`src/rtl/bcd_addsub_serial_if.sv`:
```
// Handshake and operand/result bus for the digit-serial BCD adder/subtractor.
interface bcd_addsub_serial_if #(parameter int N_DIGITS = 6);
  logic                       start;
  logic                       mode;
  logic [N_DIGITS-1:0][3:0]   a_in;
  logic [N_DIGITS-1:0][3:0]   b_in;
  logic                       busy;
  logic                       done;
  logic [N_DIGITS-1:0][3:0]   result;
  logic                       carry_out;
  logic                       err;

  modport master (output start, mode, a_in, b_in,
                  input  busy, done, result, carry_out, err);
  modport slave  (input  start, mode, a_in, b_in,
                  output busy, done, result, carry_out, err);
endinterface

```
`src/rtl/bcd_addsub_serial.sv`:
```
// Digit-serial BCD add/subtract, one digit per SUM(+CORR)/NEXT pass, LSD first.
// Optional input digit validity check: define BCD_DIGIT_CHECK_EN.
module bcd_addsub_serial #(
   parameter int N_DIGITS = 6
) (
   input  logic               clk,
   input  logic               rst,
   bcd_addsub_serial_if.slave bus
);
   localparam int IW = (N_DIGITS > 1) ? $clog2(N_DIGITS) : 1;

   localparam logic [2:0] S_IDLE = 3'd0;
   localparam logic [2:0] S_LOAD = 3'd1;
   localparam logic [2:0] S_SUM  = 3'd2;
   localparam logic [2:0] S_CORR = 3'd3;
   localparam logic [2:0] S_NEXT = 3'd4;
   localparam logic [2:0] S_DONE = 3'd5;

   logic [2:0]               state;
   logic [N_DIGITS-1:0][3:0] a_q, b_q, res_q, b_load;
   logic [IW-1:0]            idx;
   logic                     carry, carry_out_q, done_q;
   logic [4:0]               t;

   // Subtraction is A + nines(B) + 1; the +1 rides in on the initial carry.
   always_comb begin
      b_load = bus.b_in;
      for (int i = 0; i < N_DIGITS; i++)
         if (bus.mode) b_load[i] = 4'd9 - bus.b_in[i];
   end

   // Operands and carry are stable across SUM->CORR, so t needs no register.
   assign t = {1'b0, a_q[idx]} + {1'b0, b_q[idx]} + {4'b0, carry};

   always_ff @(posedge clk or negedge rst) begin
      if (!rst) begin
         state       <= S_IDLE;
         a_q         <= '0;
         b_q         <= '0;
         res_q       <= '0;
         idx         <= '0;
         carry       <= 1'b0;
         carry_out_q <= 1'b0;
         done_q      <= 1'b0;
      end else begin
         done_q <= 1'b0;
         case (state)
            S_IDLE: if (bus.start) state <= S_LOAD;
            S_LOAD: begin
               a_q   <= bus.a_in;
               b_q   <= b_load;
               carry <= bus.mode;
               idx   <= '0;
               state <= S_SUM;
            end
            S_SUM: begin
               if (t <= 5'd9) begin
                  res_q[idx] <= t[3:0];
                  carry      <= 1'b0;
                  state      <= S_NEXT;
               end else begin
                  state      <= S_CORR;
               end
            end
            S_CORR: begin
               res_q[idx] <= t[3:0] + 4'd6;
               carry      <= 1'b1;
               state      <= S_NEXT;
            end
            S_NEXT: begin
               idx   <= idx + IW'(1);
               state <= (idx == IW'(N_DIGITS - 1)) ? S_DONE : S_SUM;
            end
            S_DONE: begin
               done_q      <= 1'b1;
               carry_out_q <= carry;
               state       <= S_IDLE;
            end
            default: state <= S_IDLE;
         endcase
      end
   end

   assign bus.busy      = (state != S_IDLE) && (state != S_DONE);
   assign bus.done      = done_q;
   assign bus.result    = res_q;
   assign bus.carry_out = carry_out_q;

`ifdef BCD_DIGIT_CHECK_EN
   logic err_q, bad_digit;

   always_comb begin
      bad_digit = 1'b0;
      for (int i = 0; i < N_DIGITS; i++)
         if (bus.a_in[i] > 4'd9 || bus.b_in[i] > 4'd9) bad_digit = 1'b1;
   end

   always_ff @(posedge clk or negedge rst) begin
      if (!rst)                 err_q <= 1'b0;
      else if (state == S_LOAD) err_q <= bad_digit;
   end

   assign bus.err = err_q;
`else
   assign bus.err = 1'b0;
`endif

endmodule

```
`src/flat_wrapper.sv`:
```
// flat-port wrapper written by rule: the top's interface ports become plain ports
module bcd_addsub_serial_flat 
#(
   parameter int N_DIGITS = 6
)
  (clk, rst, bus_start, bus_mode, bus_a_in, bus_b_in, bus_busy, bus_done, bus_result, bus_carry_out, bus_err);
  bcd_addsub_serial_if #(.N_DIGITS(N_DIGITS)) bus_i ();
  input  logic clk;
  input  logic rst;
  input wire logic [$bits(bus_i.start)-1:0] bus_start;
  input wire logic [$bits(bus_i.mode)-1:0] bus_mode;
  input wire logic [$bits(bus_i.a_in)-1:0] bus_a_in;
  input wire logic [$bits(bus_i.b_in)-1:0] bus_b_in;
  output wire logic [$bits(bus_i.busy)-1:0] bus_busy;
  output wire logic [$bits(bus_i.done)-1:0] bus_done;
  output wire logic [$bits(bus_i.result)-1:0] bus_result;
  output wire logic [$bits(bus_i.carry_out)-1:0] bus_carry_out;
  output wire logic [$bits(bus_i.err)-1:0] bus_err;
  assign bus_i.start = bus_start;
  assign bus_i.mode = bus_mode;
  assign bus_i.a_in = bus_a_in;
  assign bus_i.b_in = bus_b_in;
  assign bus_busy = bus_i.busy;
  assign bus_done = bus_i.done;
  assign bus_result = bus_i.result;
  assign bus_carry_out = bus_i.carry_out;
  assign bus_err = bus_i.err;
  bcd_addsub_serial #(.N_DIGITS(N_DIGITS)) u_core (.clk(clk), .rst(rst), .bus(bus_i));
endmodule
```
`config.mk`:
```
export PLATFORM = sky130hd
export DESIGN_NAME = bcd_addsub_serial_flat
export DESIGN_NICKNAME = d
export VERILOG_FILES = /design/src/rtl/bcd_addsub_serial_if.sv /design/src/rtl/bcd_addsub_serial.sv /design/src/flat_wrapper.sv
export SDC_FILE = /design/constraint.sdc
export NUM_CORES = 1
export LEC_CHECK = 0
export BUFFER_PORTS_ARGS = -buffer_cell sky130_fd_sc_hd__buf_4
export CORE_MARGIN = 4
export CORE_UTILIZATION = 40
export DETAILED_ROUTE_END_ITERATION = 10
export GPL_TIMING_DRIVEN = 0
export PLACE_DENSITY_LB_ADDON = 0.25
export SYNTH_ARGS = -nofsm -noshare
export SYNTH_HDL_FRONTEND = slang
export SYNTH_SLANG_ARGS = --single-unit
```
`constraint.sdc`:
```
create_clock -name clk -period 10.7 [get_ports clk]
set_input_delay 2.14 -clock clk [delete_from_list [all_inputs] [get_ports clk]]
set_output_delay 2.14 -clock clk [all_outputs]
set_load 0.02 [all_outputs]
```
; After elaboration in Yosys (flattened, before gate mapping)
; Cells that the tools add are included.
[totals]
register_bits = 81
input_bits = 52
out_inout_bits = 28
[classes]
add_sub_neg = 10
magnitude_cmp = 3
n_eq_ne = 9
muxes = 24
n_reduce_logical = 9
[op_table]
columns = op, count
row1 = 24-bit bitwise mux, 2
row2 = 24-bit case mux with 2 select lines, 1
row3 = 4-bit two-way mux, 9
row4 = 4-bit binary-select mux with 3-bit select, 2
row5 = 24-bit two-way mux, 1
row6 = 4-bit subtractor (first input constant), 6
row7 = 3-bit case mux with 5 select lines, 1
row8 = 4-bit demux with 3-bit select, 1
row9 = 3-bit equality test (second input constant), 3
row10 = 3-bit two-way mux, 3
row11 = 3-bit by 2-bit equality test with 1-bit output (second input constant), 2
row12 = 3-bit case mux with 2 select lines, 1
row13 = 3-bit nonzero test, 2
row14 = 4-bit by 4-bit adder with 5-bit output, 1
row15 = 5-bit by 1-bit adder with 5-bit output, 1
row16 = 5-bit by 4-bit less-or-equal comparator with 1-bit output (second input constant), 1
row17 = 4-bit by 3-bit adder with 4-bit output (second input constant), 1
row18 = 3-bit by 4-bit < comparator with 1-bit output (second input constant), 1
row19 = 2-bit AND reduction, 2
row20 = 2-bit nonzero test, 2
row21 = 3-bit by 1-bit adder with 3-bit output (second input constant), 1
row22 = 3-bit by 1-bit equality test with 1-bit output (second input constant), 1
row23 = 3-bit by 1-bit greater-or-equal comparator with 1-bit output (second input constant), 1
row24 = 3-bit logical NOT, 1
row25 = 6 further kinds, 8

; Logic depth before layout (Yosys ltp)
[logic_depth]
word_depth = 7
ltp_mapped = 15
ltp_nobuf = 14

; Least setup slack after synthesis
; OpenSTA, ideal clock, no wires.
[synth_path]
kind = reg2reg
startpoint = reg u_core.idx[0]
endpoint = reg with a tool-made name
arrival_time_ns = 4.002
required_ns = 10.575
slack_ns = 6.574
stages_incl_launch_ff = 15
n_path_buf = 1
period_less_slack_ns = 4.126
path_cell_list = dfrtp_1 buf_6 nor3b_1 a22o_1 a221o_1 a221oi_1 fa_1 fa_1 xor2_1 ha_1 nand2b_1 a32oi_1 a311oi_4 o211ai_1 mux2_2
[synth_rtl]
columns = element, line_no
row1 = "start, declared", bcd_addsub_serial.sv:21  ; logic [IW-1:0] idx;
row2 = "start signal, assigned", bcd_addsub_serial.sv:71  ; idx <= idx + IW'(1);

; Worst setup path after layout
[layout_path]
startpoint = reg u_core.idx[1]
endpoint = reg u_core.res_q, in the netlist u_core.bus.result[10]
[layout_via]
elab_chain_cells = 7
word_cells_on_any_way = 19
classes_between = 3 x add/sub / 3 x order compare / 1 x eq/ne / 10 x mux / 2 x reduce/logical
[layout_lines]
columns = element, line_no
row1 = 4-bit binary-select mux with 3-bit select (tied with other cells), bcd_addsub_serial.sv:33  ; assign t = {1'b0, a_q[idx]} + {1'b0, b_q[idx]} + {4'b0, carry};
row2 = 4-bit two-way mux (implied by the code) or 1-bit logical AND (tied branches), "bcd_addsub_serial.sv:33, bcd_addsub_serial.sv:58, bcd_addsub_serial.sv:66"
row3 = 4-bit by 4-bit adder with 5-bit output or 4-bit two-way mux (tied branches), "bcd_addsub_serial.sv:33, bcd_addsub_serial.sv:58, bcd_addsub_serial.sv:66"
row4 = 5-bit by 1-bit adder with 5-bit output or 4-bit demux with 3-bit select (tied branches), --
row5 = 4-bit by 3-bit adder with 4-bit output (tied with other cells), bcd_addsub_serial.sv:66  ; res_q[idx] <= t[3:0] + 4'd6;
row6 = 24-bit bitwise mux (tied with other cells), bcd_addsub_serial.sv:66
row7 = 24-bit case mux with 2 select lines or 2-bit AND reduction (tied branches), --
row8 = "end signal, assigned by index", bcd_addsub_serial.sv:58  ; res_q[idx] <= t[3:0];
row9 = "end signal, assigned by index", bcd_addsub_serial.sv:66
row10 = "end, declared", bcd_addsub_serial.sv:20  ; logic [N_DIGITS-1:0][3:0] a_q, b_q, res_q, b_load;
; Several ways; a longest one is shown, not always the timed one. The select of a mux whose other input is x is not followed.
; A chain may end at the register's enable or synchronous reset.

==> metrics.md <==
| Metric | Value |
|---|---|
| Chain of cells forming the critical path | `buf_4, nor3b_2, a221o_1, a221oi_1, fa_1, fa_1, xor2_1, ha_1, a32oi_1, a311oi_4, o211ai_1, mux2_2` |
| Kind of capture point of the worst setup path | `flip-flop` |
| CTS tree | `built` |
| Area of the die | `approximately 12000 µm²` |
| Setup-violating endpoint count in the final report | `0` |
| Sinks on the clock net | `81` |
| Number of port buffers | `77` |
| Critical Path Max Stage Delay | `roughly 0.81 ns` |
| Number of hold buffers added after cts | `0` |
| Count of unresolved DRC violations after routing | `0` |
| Count of state elements after synthesis | `81` |
| Register area | `~2000 µm²` |
| Fraction of registers with async set/reset | `1.00` |
| Top area cells in the synthesized netlist | `dfrtp_1 50%, mux2_2 15%, ha_1 4.0%, a21oi_1 2.7%, nor2_1 2.3%` |
| Area growth from synthesis to final layout | `23.7%` |
| Total negative setup slack | `0 ns` |
| Kind of cell adding the most delay to the critical path | `compound AO/OA/AOI/OAI gates` |
| Routability cong. | `roughly 0.84` |
| Tightest hold margin | `0.511 ns` |
| Instance count on the critical path | `12` |
| Reported max-cap violation count | `0` |
| Via-to-Cell Ratio | `approximately 5.1` |
| Critical Path Slowest Stage Cell | `nor3b_2` |
| Clock H-tree levels | `3` |
| Count of inserted antenna diode cells | `0` |
| Run status | `completed` |
| Standard-cell row count | `36` |
| Max clock buf depth | `2` |
| Multi-input gate area | `1870 µm²` |
| Slew Viols, Final | `0` |
| Worst hold path depth | `1` |
| Mapped Cells | `approximately 340` |
| Worst-case clock skew | `between 0.01 and 0.015 ns` |
| Syn_area_per_cell | `about 12 µm²` |
| First-iteration detailed-routing DRC count | `about 160` |
| Portion of the clock cycle consumed by the worst path in the final layout | `0.438` |
| Horizontal extent of the die | `about 110 µm` |
| Sequential element share of the synthesized area | `0.499` |
| Detailed-router iteration count before antenna repair | `4` |
| Crit path arrival time | `around 4.9 ns` |
| Total Routing Usage GR | `0.161` |
| Clock-pin slew on the worst setup and hold paths | `0.09 ns` |
| First-pass GRT wire length | `approximately 15000 µm` |
| Number of global-route vias before repair | `between 2000 and 3000` |
| Post-synth top area cell | `dfrtp_1` |
| Required arrival time at the worst endpoint | `~11 ns` |
| Congestion Overflow GR | `0` |
| Buffers and inverters on the worst path | `1` |
| Root buf cell | `clkbuf_8` |
| Ranking of synthesized cells by instance count | `81 x dfrtp_1, 55 x mux2_2, 25 x nor2_1` |
| Portion of synthesized cell area occupied by the leading cell type | `0.499` |
| Distinct cells, synth | `46` |
| Hpwl dp | `6560 µm` |
| Peak clock frequency supported by timing | `approximately 210 MHz` |
| Reg2reg path depth | `12` |
| Pin slew with the least headroom to its limit | `between 1 and 1.5 ns` |
| RSZ-0062 raised after global routing | `no` |
| Nets | `approximately 500` |
| Period minus WS final | `4.68 ns` |
| Post-cts repair resize count | `0` |
| Max_slew headroom | `0.313` |
| Most repeated cell in the gate-level netlist after synthesis | `dfrtp_1` |
| Maximum number of pins on one net before global-route repair | `between 80 and 90` |
| Number of top-level pins | `80` |
| Height of the chip | `109 µm` |
| Type of the setup path with the least slack | `flip-flop to flip-flop` |
| Worst min-delay path category | `flip-flop to flip-flop` |
| Worst-Skew Late Latency | `approximately 0.35 ns` |
| Yosys warning total | `0` |
| Most common flop cell mapped by yosys | `dfrtp_1` |
| Via count of the routed design | `slightly below 3000` |
| CORE AREA | `roughly 9800 µm²` |
| Highest fanout seen on the critical path | `10` |
| Hold Fails Final Rpt | `0` |
| Routed length per instance | `between 15 and 20 µm` |
| Buffers inserted by post-CTS timing repair | `0` |
| Number of flops mapped to enable cells by yosys | `0` |
| Detail Route Antenna Nets | `0` |
| Fill cell count | `910` |
| Cell area after synthesis | `between 4000 and 5000 µm²` |
| Number of antenna violations at the first check in global routing | `0` |
| Startpoint type of the worst setup path | `flip-flop` |
| Initial Util | `0.413` |
| Most numerous cell on the critical path | `fa_1` |
| Ratio of cells with drive above 1 in the final layout | `0.396` |
| Cts bufs inserted | `9` |
| Synthesized netlist net count | `406` |
| Drt total wl | `9190 µm` |
-- path summary, 6_finish.rpt --
check,start,end,slack (ns)
worst max-delay path,u_core.idx[1],u_core.bus.result[10],6.02
worst min-delay path,u_core.a_q[23],u_core.a_q[23],0.51
worst max register to register,u_core.idx[1],u_core.bus.result[10],6.02
worst min register to register,u_core.a_q[23],u_core.a_q[23],0.51
max in group asynchronous,rst,u_core.a_q[4],8.07
min in group asynchronous,rst,u_core.b_q[13],1.97
-- flip-flops by register name, summed over array words and instances, names as in the netlist, named ones only --
| register | flops |
|---|---|
| u_core.carry | 1 |
| u_core.bus.carry_out | 1 |
| u_core.bus.result | 18 |
| u_core.idx | 3 |
| u_core.state | 3 |
| u_core.bus.done | 1 |
| u_core.a_q | 24 |
| u_core.b_q | 24 |
-- kinds of logic after synthesis --
group	synth area share
flip-flops	0.499
AO/OA/AOI/OAI	0.131
multiplexers	0.172
AND/OR/NAND/NOR	0.0706
buffers and inverters	0.0435
adder cells (fa/ha/maj)	0.0499
XOR/XNOR	0.0324
other	0.000924
-- metrics by stage --
stage | instance area (µm²) | cells | utilization | setup WS, ns
after floorplan | 4060 | 339 | - | 6.57
after global placement | 4800 | 549 | 0.489 | 5.56
after detailed placement | 4810 | 549 | 0.490 | 6.02
after CTS | 5020 | 565 | 0.511 | 6.00
after global routing | 5020 | 565 | 0.511 | 5.72
final | 5020 | 565 | 0.511 | 6.02
-- cell type report --
type                            count  share of cell area
Buffer                             19              0.0217
Clock inverter                      6              0.0140
Sequential cell                    81               0.404
Clock buffer                       10              0.0274
Inverter                           18              0.0135
Tap cell                          133              0.0331
Multi-Input combinational cell    221               0.372
Timing Repair Buffer               77               0.115
-- layout by cell type (no fill, tap or decap), types with 3 or more instances in the layout --
cell type	count
a21oi_1	22
buf_1	4
a22oi_1	12
ha_1	13
mux2i_1	8
clkbuf_8	11
a221oi_1	4
inv_1	18
o21ai_0	5
nand2_1	10
a22o_1	6
dfrtp_1	81
nor2_1	25
inv_6	4
o211ai_2	4
a221o_1	5
xnor2_1	6
buf_4	80
and2b_2	3
clkbuf_1	8
mux2_2	55
xor2_1	9
nand3_1	5
nand2b_1	3
-- metal layers --
layer	vias to the layer above	share of wire	track usage
met1	1419	0.42	0.205
met3	15	0.049	0.0426
met2	81	0.50	0.264
met5	-	0	0
met4	0	0.022	0.0586
li1	1383	-	-
-- worst reg2reg max path, cell delays in order (launching register included) --
cell	delay (ns)
dfrtp_1	0.40
buf_4	0.17
nor3b_2	0.81
a221o_1	0.29
a221oi_1	0.07
fa_1	0.49
fa_1	0.41
xor2_1	0.33
ha_1	0.25
a32oi_1	0.10
a311oi_4	0.59
o211ai_1	0.29
mux2_2	0.37
Power is not shown: default switching activity piles up to over one toggle a cycle in this logic, so the estimate is an artifact.
